--- src/rtl/decrypt_dispatch_pipe.sv ---
// decrypt_dispatch_pipe: two-stage valid/ready pipeline that decodes a mode from
// the frame selector and applies one of four decrypt transforms.
//   Clk, Rst_n          : clock, asynchronous active-low reset
//   in_valid/in_ready   : input handshake, in_frame = {payload, key, sel}
//   out_valid/out_ready : output handshake, out_data = plaintext, out_mode = mode used
//   frame_count         : delivered frames, wraps
//   stats_sel/stats_count : per-mode delivered count (combinational read)
// Optional feature macro: DECRYPT_STATS_EN builds saturating per-mode counters;
// without it stats_count is tied to 0.
module decrypt_dispatch_pipe #(
  parameter int unsigned PAY_W = 60,
  parameter int unsigned KEY_W = 12,
  parameter int unsigned SEL_W = 6,
  parameter int unsigned CNT_W = 16
) (
  input  logic                           Clk,
  input  logic                           Rst_n,
  input  logic                           in_valid,
  output logic                           in_ready,
  input  logic [PAY_W+KEY_W+SEL_W-1:0]   in_frame,
  output logic                           out_valid,
  input  logic                           out_ready,
  output logic [PAY_W-1:0]               out_data,
  output logic [1:0]                     out_mode,
  output logic [CNT_W-1:0]               frame_count,
  input  logic [1:0]                     stats_sel,
  output logic [CNT_W-1:0]               stats_count
);

  localparam int unsigned ROT_W = SEL_W - 2;

  // Frame field split
  logic [SEL_W-1:0] in_sel;
  logic [KEY_W-1:0] in_key;
  logic [PAY_W-1:0] in_pay;
  assign in_sel = in_frame[SEL_W-1:0];
  assign in_key = in_frame[SEL_W +: KEY_W];
  assign in_pay = in_frame[SEL_W+KEY_W +: PAY_W];

  // Key expansion: bit i of the expanded key is key bit (i mod KEY_W)
  logic [PAY_W-1:0] key_exp;
  always_comb begin
    key_exp = '0;
    for (int i = 0; i < int'(PAY_W); i++) begin
      key_exp[i] = in_key[i % int'(KEY_W)];
    end
  end

  // Stage 1 registers
  logic             s1_valid;
  logic [PAY_W-1:0] s1_pay;
  logic [PAY_W-1:0] s1_key;
  logic [1:0]       s1_mode;
  logic [ROT_W-1:0] s1_rot;

  // Advance control
  logic s2_load;
  logic s1_load;
  logic out_fire;
  assign s2_load  = s1_valid && (!out_valid || out_ready);
  assign s1_load  = in_valid && (!s1_valid || s2_load);
  assign in_ready = !s1_valid || !out_valid || out_ready;
  assign out_fire = out_valid && out_ready;

  // Stage 1: capture payload, expanded key, mode and rotate amount
  always_ff @(posedge Clk or negedge Rst_n) begin
    if (!Rst_n) begin
      s1_valid <= 1'b0;
      s1_pay   <= '0;
      s1_key   <= '0;
      s1_mode  <= 2'b00;
      s1_rot   <= '0;
    end else if (s1_load) begin
      s1_valid <= 1'b1;
      s1_pay   <= in_pay;
      s1_key   <= key_exp;
      s1_mode  <= in_sel[SEL_W-1 -: 2];
      s1_rot   <= in_sel[ROT_W-1:0];
    end else if (s2_load) begin
      s1_valid <= 1'b0;
    end
  end

  // Transform datapath; rotate via doubled word so r=0 passes P through
  logic [2*PAY_W-1:0] rot_wide;
  logic [PAY_W-1:0]   pay_rev;
  logic [PAY_W-1:0]   xform;
  always_comb begin
    rot_wide = {s1_pay, s1_pay} >> s1_rot;
    pay_rev  = '0;
    for (int i = 0; i < int'(PAY_W); i++) begin
      pay_rev[i] = s1_pay[int'(PAY_W) - 1 - i];
    end
    xform = s1_pay ^ s1_key;
    case (s1_mode)
      2'd0:    xform = s1_pay ^ s1_key;
      2'd1:    xform = rot_wide[PAY_W-1:0] ^ s1_key;
      2'd2:    xform = s1_pay - s1_key;
      default: xform = pay_rev ^ s1_key;
    endcase
  end

  // Stage 2: output register
  always_ff @(posedge Clk or negedge Rst_n) begin
    if (!Rst_n) begin
      out_valid <= 1'b0;
      out_data  <= '0;
      out_mode  <= 2'b00;
    end else if (s2_load) begin
      out_valid <= 1'b1;
      out_data  <= xform;
      out_mode  <= s1_mode;
    end else if (out_ready) begin
      out_valid <= 1'b0;
    end
  end

  // Delivered frame counter, wraps
  always_ff @(posedge Clk or negedge Rst_n) begin
    if (!Rst_n) begin
      frame_count <= '0;
    end else if (out_fire) begin
      frame_count <= frame_count + CNT_W'(1);
    end
  end

`ifdef DECRYPT_STATS_EN
  // Per-mode saturating delivery counters
  logic [CNT_W-1:0] mode_cnt [4];
  always_ff @(posedge Clk or negedge Rst_n) begin
    if (!Rst_n) begin
      for (int m = 0; m < 4; m++) begin
        mode_cnt[m] <= '0;
      end
    end else if (out_fire && (mode_cnt[out_mode] != '1)) begin
      mode_cnt[out_mode] <= mode_cnt[out_mode] + CNT_W'(1);
    end
  end
  assign stats_count = mode_cnt[stats_sel];
`else
  logic unused_stats_sel;
  assign unused_stats_sel = ^stats_sel;
  assign stats_count = '0;
`endif

endmodule

--- config.mk ---
export PLATFORM = sky130hd
export DESIGN_NAME = decrypt_dispatch_pipe
export DESIGN_NICKNAME = d
export VERILOG_FILES = /design/src/rtl/decrypt_dispatch_pipe.sv
export SDC_FILE = /design/constraint.sdc
export NUM_CORES = 1
export LEC_CHECK = 0
export ABC_AREA = 1
export CAP_MARGIN = 25
export CORE_ASPECT_RATIO = 2
export CORE_MARGIN = 3
export CORE_UTILIZATION = 50
export CTS_BUF_LIST = sky130_fd_sc_hd__clkbuf_4
export CTS_CLUSTER_DIAMETER = 120
export DETAILED_ROUTE_END_ITERATION = 16
export PLACE_DENSITY = 0.81
export SYNTH_ARGS = -nofsm -noshare
export SYNTH_HDL_FRONTEND = slang
export SYNTH_SLANG_ARGS = --single-unit
--- constraint.sdc ---
create_clock -name Clk -period 2.4 [get_ports Clk]
set_input_delay 0.48 -clock Clk [delete_from_list [all_inputs] [get_ports Clk]]
set_output_delay 0.48 -clock Clk [all_outputs]
set_load 0.05 [all_outputs]
==> results of run 1 <==
## metrics by stage
stage | instance area, µm² | hold WS (ns)
2_1_floorplan | 16700 | 0.184
3_3_place_gp | 21200 | 0.458
3_5_place_dp | 21200 | 0.465
4_1_cts | 22200 | 0.296
## cell usage after synthesis, drive strengths merged
cell type / n / share of area, %
mux2: 28 / 1.9
nand3b: 13 / 0.61
xor2: 10 / 0.52
a22oi: 32 / 1.4
nor3: 12 / 0.64
and2: 4 / 0.15
ha: 60 / 4.5
a21oi: 156 / 4.7
clkinv: 11 / 0.25
or2: 1 / 0.038
inv: 357 / 8.1
a41oi: 1 / 0.052
o211ai: 15 / 0.76
buf: 89 / 3.4
nor2: 256 / 5.9
nand2: 1056 / 24
o21ai: 44 / 1.3
o21bai: 1 / 0.045
nand3: 505 / 16
clkbuf: 37 / 0.83
conb: 1 / 0.022
and3: 2 / 0.075
fa: 1 / 0.12
xnor2: 17 / 0.89
dfrtp: 158 / 24
nand4: 10 / 0.45
## routing by layer
layer / global-route usage [%] / GRT overflow
met5: 5.97 / 0
met4: 63.6 / 1
met3: 33.7 / 0
met2: 85.3 / 4
met1: 60.9 / 0
## cells by family after synthesis
kind of cell / count (synthesis) / share of synthesized area, %
buffers and inverters: 494 / 12.6
DFF: 158 / 23.7
muxes: 28 / 1.89
AOI/OAI and AO/OA: 249 / 8.30
xor gates and xnor gates: 27 / 1.42
other: 1 / 0.0225
and+or+nand+nor: 1859 / 47.5
adders and majority gates: 61 / 4.62
## timing repair
action	in CTS
hold buffers	1
pin swaps	30
buffers inserted	6
gates resized for setup	208
hold endpoints to repair	47
setup endpoints to repair	81
==> impl_metrics.tcl, run 1 <==
set metrics [dict create \
    grt_max_degree 66 \
    pre_cts_slack_ns -0.313 \
    avgSynthCellArea_um2 5.80 \
    synth_cell_types 45 \
    initial_core_util_pct 50.7 \
    stop_stage "global routing (5_1_grt)" \
    cts_root_buf "clkbuf_4" \
    clk_path_buf_depth 2 \
    worst_endpoint_kind "register input" \
    dp.cells 3690 \
    die_w_um 135 \
    synth_cells 2877 \
    ys_seq_area_share_pct 23.7 \
    overflow 5 \
    hpwl_mm 70.1 \
    stop_error "[ERROR GRT-0232] Routing congestion too high. Check the congestion heatmap in the GUI." \
    cts.sinks 158 \
    synth-seq-cells 158 \
    status "aborted with a tool error" \
    io-pin-count 180 \
    worst_endpoint "out_data[46]$_DFFE_PN0P_/D" \
    die_h_um 264 \
    gp_congestion 1.14 \
    grtUsageTotal_pct 61.2 \
    cts_max_level 4 \
    yosysWarnings 0 \
    portBuffers 161 \
    rows 94 \
    numCtsBuffers 17 \
    syn_area_um2 16700 \
]
==> run 2: changes to the inputs <==
Settings changed: CORE_ASPECT_RATIO 2 to not set, CORE_UTILIZATION 50 to 35, CTS_BUF_LIST sky130_fd_sc_hd__clkbuf_4 to not set, CTS_CLUSTER_DIAMETER 120 to not set, PLACE_DENSITY 0.81 to not set, PLACE_DENSITY_LB_ADDON set to 0.15.
==> run 2 against run 1 <==
Effect of this change:
- the flow now finishes, with violations (setup timing)
- synthesized cell count unchanged
- area after synthesis unchanged
==> impl_metrics.tcl, run 2 <==
set metrics [dict create \
    synth_cell_types 45 \
    fin_area_um2 24300 \
    portBuffers 161 \
    path_buf_inv 4 \
    critical_path.endpoint_type "register" \
    coreArea_um2 46900 \
    violations "setup timing" \
    crit_path_max_fanout 5 \
    startpoint "s1_key[48]" \
    syn_area_um2 16700 \
    ys_seq_area_share_pct 23.7 \
    gp_congestion 1.04 \
    synth.most_common_cell "nand2_1" \
    overflow 0 \
    crit_family "simple AND/OR/NAND/NOR gates" \
    diodes 0 \
    grt_max_degree 66 \
    synth.area.top_cells "dfrtp_1 24%, nand2_1 23%, nand3_1 15%" \
    layout_common_cells "929 x nand2_1, 450 x nand3_1, 334 x buf_4" \
    peakVddDrop_v 0.000884 \
    regToRegStartpoint "s1_key[48]" \
    final_common_cell "nand2_1" \
    drt-wirelength-per-cell_um 23.7 \
    die_h_um 224 \
    drt-pass1-iter-count 6 \
    leakagePower_nw 12.4 \
    ant_nets 0 \
    worstMarginPinSlew_ns 0.678 \
    clkTransAtPathRegs_ns 0.08 \
    max_cap_violations 0 \
    worst_slack_ns -0.0928 \
    clkLatencyLatePin_ns 0.50 \
    cp_common_cell "nand2_1" \
    vias_per_cell 5.46 \
    initial_core_util_pct 35.6 \
    cts_max_level 4 \
    slew-limit-headroom_pct 54.6 \
    period_needed_ns 2.49 \
    clk_path_buf_depth 2 \
    drive_above_1_share_pct 25.7 \
    cts.sinks 158 \
    stdcell_count 3947 \
    crit_arrival_ns 2.88 \
    grt_pass1_vias 20102 \
    drt_iter0_drc 2437 \
    total_power_mw 23.5 \
    crit_chain "clkinvlp_4 -> buf_12 -> ha_4 -> nand2_2 -> inv_2 -> nand2_4 -> nor3_4 -> nand3_2 -> nand3b_1 -> buf_6 -> nand2_2 -> nand2_1 -> nand2_1 -> nand3_1 -> nand2_2 -> nand2_1 -> nand2_1" \
    path_class "register to register" \
    power_density_nw_per_um2 970 \
    grtUsageTotal_pct 36.4 \
    hold_violations 0 \
    die_w_um 224 \
    yosysTopAreaCellShare_pct 23.7 \
    nets 3472 \
    post-route-period-util_pct 104 \
    reg_top3 "out_data: 60 flops, s1_pay: 60 flops, frame_count: 16 flops" \
    rsz0062_at_grt "yes" \
    synth_ff_type "dfrtp_1" \
    async_flop_share_pct 100 \
    final_core_util_pct 51.8 \
    yosysWarnings 0 \
    max_freq_mhz 401 \
    synth_commonest_cells "1041 x nand2_1, 492 x nand3_1, 351 x inv_1" \
    finalClockSkew_ns 0.0154 \
    synth.largest_area_cell "dfrtp_1" \
    cts_root_buf "clkbuf_16" \
    synth_cells 2877 \
    synth-edff-count 0 \
    hp-class "input pin to async pin" \
    drc 0 \
    cp.required_ns 2.78 \
    slew_violations 0 \
    wirelength_mm 93.5 \
    slowest_stage "dfrtp_2" \
    status "finished, violations left" \
    syn2layout_area_growth_pct 45.4 \
    via_count 21537 \
    numCtsBuffers 17 \
    io-pin-count 180 \
    worstSetupStartpointType "register" \
    place_area_um2 21500 \
    avgSynthCellArea_um2 5.80 \
    fp.dieArea_um2 50300 \
    antenna_found_initial 1 \
    rows 79 \
    setup_viol 12 \
    cts_tree "yes" \
    dp.cells 3888 \
    cpPeakStageDelay_ns 0.44 \
    synth-seq-cells 158 \
    holdWs_ns 0.469 \
    hpwl_mm 75.5 \
    grt_pass1_wl_mm 134 \
]
[run 2: cell counts after synthesis]
Identical to the previous run, type by type.
[run 2: worst reg2reg max path: cells and delay by family (launching register included)]
family                   cells  cell delay (ns)
AND/OR/NAND/NOR             12             1.11
buffers and inverters        4             0.52
flip-flops                   1             0.44
adder cells (fa/ha/maj)      1             0.31
[run 2: path summary, 6_finish.rpt]
| path | end | slack [ns] | depth (start not counted) |
|---|---|---|---|
| max | out_data[39] | -0.09 | 17 |
| min | out_data[1] | 0.47 | 2 |
| max reg2reg | out_data[39] | -0.09 | 17 |
| min reg2reg | out_data[35] | 0.47 | 2 |
| max in group asynchronous | out_data[35] | 1.19 | 3 |
| min in group Clk | out_data[35] | 0.47 | 2 |
[run 2: what timing repair did]
action                     in CTS  in global routing
gates resized for setup       230                239
hold endpoints to repair       39                  0
setup buffers                   8                 19
hold buffers                    1                  0
pin swaps                      40                 82
setup endpoints to repair      50                 53
[run 2: metrics by stage]
step	setup TNS (ns)	setup WS, ns
finish	-0.376	-0.0928
global route	-3.14	-0.160
CTS	-0.0602	-0.0376
detailed placement	-11.28	-0.511
global placement	-11.79	-0.526
floorplan	0	0.117
[run 2: cell type report]
cell class | instances | area (µm²)
clock buffers | 18 | 439
clock inverters | 14 | 171
fillers | 4812 | 22600
inverters | 368 | 1410
multi-input cells | 2240 | 12600
flip-flops and latches | 158 | 3970
well taps | 607 | 759
repair buffers | 542 | 4940
[run 2: routing by layer]
metal  part of all wire, %  vias up  global-route usage [%]  wire [µm]
li1                      -    10057                       -          -
met1                    43    10152                    50.9      40300
met2                    42     1088                    53.7      39500
met3                   8.9      238                    7.05       8360
met4                   5.7        2                    18.3       5370
met5                 0.012        -                       0         11
[run 2: cells by family after synthesis]
family	after synthesis	synth area share (%)
compound gates	249	8.30
xor+xnor	27	1.42
fa+ha+maj	61	4.62
buf+inv	494	12.6
flops	158	23.7
mux	28	1.89
other cells	1	0.0225
simple gates	1859	47.5
[run 2: report_power, final]
part	internal (mW)	leakage, nW	switching [mW]
clock	1.59	0.295	1.40
sequential	3.39	1.84	0.787
combinational	5.97	10.2	10.4
Note: power is estimated with default switching activity, not from simulation.
==> run 3: changes to the inputs <==
Settings changed: TNS_END_PERCENT set to 50.
==> run 3 against run 2 <==
Effect of this change:
- the run still ends with setup timing left
- combinational power is essentially flat
- wire length about the same
- non-clock buffer count unchanged
- hold slack lost 0.0018 ns
- register-to-register slack barely moved
- clock skew about the same
- clock power is essentially flat
- critical path depth unchanged
- power down 0.42%
- largest power group unchanged
==> impl_metrics.tcl, run 3 (same netlist as run 2, synthesis figures left out) <==
set metrics [dict create \
    crit_arrival_ns 2.86 \
    syn2layout_area_growth_pct 45.0 \
    cts.sinks 158 \
    clkTransAtPathRegs_ns 0.08 \
    nets 3472 \
    ant_nets 0 \
    hp-class "input pin to async pin" \
    stdcell_count 3948 \
    die_w_um 224 \
    portBuffers 161 \
    violations "setup timing" \
    multi_input_area_um2 12500 \
    layout_common_cells "935 x nand2_1, 444 x nand3_1, 334 x inv_1, 334 x buf_4, 180 x nor2_1" \
    cts_max_level 4 \
    drc 0 \
    final_common_cell "nand2_1" \
    worst_slack_ns -0.0802 \
    peakVddDrop_v 0.000883 \
    gp_congestion 1.04 \
    slew_violations 0 \
    crit_path_max_fanout 5 \
    period_needed_ns 2.48 \
    initial_core_util_pct 35.6 \
    power_density_nw_per_um2 968 \
    max_freq_mhz 403 \
    cp.required_ns 2.78 \
    grt_pass1_vias 20102 \
    coreArea_um2 46900 \
    grt_max_degree 66 \
    reg_top3 "out_data: 60 flops, s1_pay: 60 flops, frame_count: 16 flops" \
    drt-pass1-iter-count 8 \
    numCtsBuffers 17 \
    finalClockSkew_ns 0.0158 \
    hpwl_mm 75.5 \
    regArea_um2 3970 \
    pre_cts_slack_ns -0.511 \
    worstMarginPinSlew_ns 0.566 \
    antenna_found_initial 1 \
    die_h_um 224 \
    post-route-period-util_pct 103 \
    grt_pass1_wl_mm 134 \
    grtUsageTotal_pct 36.4 \
    nFillCells 4820 \
    status "finished, violations left" \
    slew-limit-headroom_pct 62.1 \
    leakagePower_nw 12.3 \
    via_count 21608 \
    vias_per_cell 5.47 \
    clk_path_buf_depth 2 \
    setup_viol 17 \
    overflow 0 \
    fp.dieArea_um2 50300 \
    cts_tree "yes" \
    path_class "register to register" \
    io-pin-count 180 \
    hold_violations 0 \
    worstSetupStartpointType "register" \
    drt-wirelength-per-cell_um 23.7 \
    rsz0062_at_grt "yes" \
    max_cap_violations 0 \
    total_power_mw 23.4 \
    drt_iter0_drc 2513 \
    dp.cells 3888 \
    critical_path.endpoint_type "register" \
    clkLatencyLatePin_ns 0.50 \
    wirelength_mm 93.6 \
    cts_root_buf "clkbuf_16" \
    drive_above_1_share_pct 25.4 \
    rows 79 \
]
## run 3: where the power goes
| group | total [mW] | leakage [nW] | internal, mW | switching [mW] |
|---|---|---|---|---|
| clock | 2.99 | 0.295 | 1.60 | 1.39 |
| sequential | 4.18 | 1.84 | 3.39 | 0.793 |
| combinational | 16.3 | 10.2 | 5.93 | 10.3 |
## run 3: cell type report
cell class / instances / area share, %
Clock buffer: 18 / 1.82
Tap cell: 607 / 3.14
Multi-Input combinational cell: 2240 / 51.7
Inverter: 368 / 5.83
Antenna cell: 1 / 0.0103
Timing Repair Buffer: 542 / 20.4
Sequential cell: 158 / 16.4
Clock inverter: 14 / 0.709
## run 3: worst max-delay path: stages (launching register included)
cell        delay, ns
dfrtp_2          0.46
clkinvlp_4       0.13
buf_12           0.16
ha_4             0.31
nand2_2          0.07
inv_2            0.07
nand2_4          0.06
nor3_4           0.18
nand3_2          0.09
nand3b_1         0.24
buf_4            0.18
nand2_2          0.05
nand2_1          0.05
nand2_1          0.06
nand3_2          0.07
nand2_2          0.07
nand2_1          0.07
nand2_1          0.05
## run 3: timing repair
action	4_1_cts	5_1_grt
hold endpoints to repair	39	0
hold buffers	1	0
setup endpoints to repair	50	53
gates resized for setup	228	219
pin swaps	38	86
setup buffers	8	19
## run 3: final timing paths
check / from / endpoint / slack, ns / depth (start not counted)
worst max register to register: s1_key[48] / out_data[39] / -0.08 / 17
max in group asynchronous: Rst_n / s1_key[53] / 1.19 / 3
min in group Clk: out_data[35] / out_data[35] / 0.48 / 2
worst max-delay path: s1_key[48] / out_data[39] / -0.08 / 17
worst min register to register: out_data[35] / out_data[35] / 0.48 / 2
worst min-delay path: Rst_n / out_data[1] / 0.47 / 2
## run 3: per-stage QoR
stage                     area, µm²  hold WS [ns]  setup TNS [ns]  utilization, %
after detailed placement      21500         0.435          -11.28            45.8
after floorplan               16700         0.184               0               -
after global routing          24200         0.501           -3.57            51.6
after global placement        21500         0.431          -11.79            45.8
final                         24200         0.467          -0.383            51.6
after CTS                     23200         0.459         -0.0616            49.5
## run 3: metal layers
metal,part of all wire (%),GRT usage [%]
met5,0.012,0
met4,5.7,17.8
met3,8.8,6.92
met2,42,54.0
met1,43,50.9
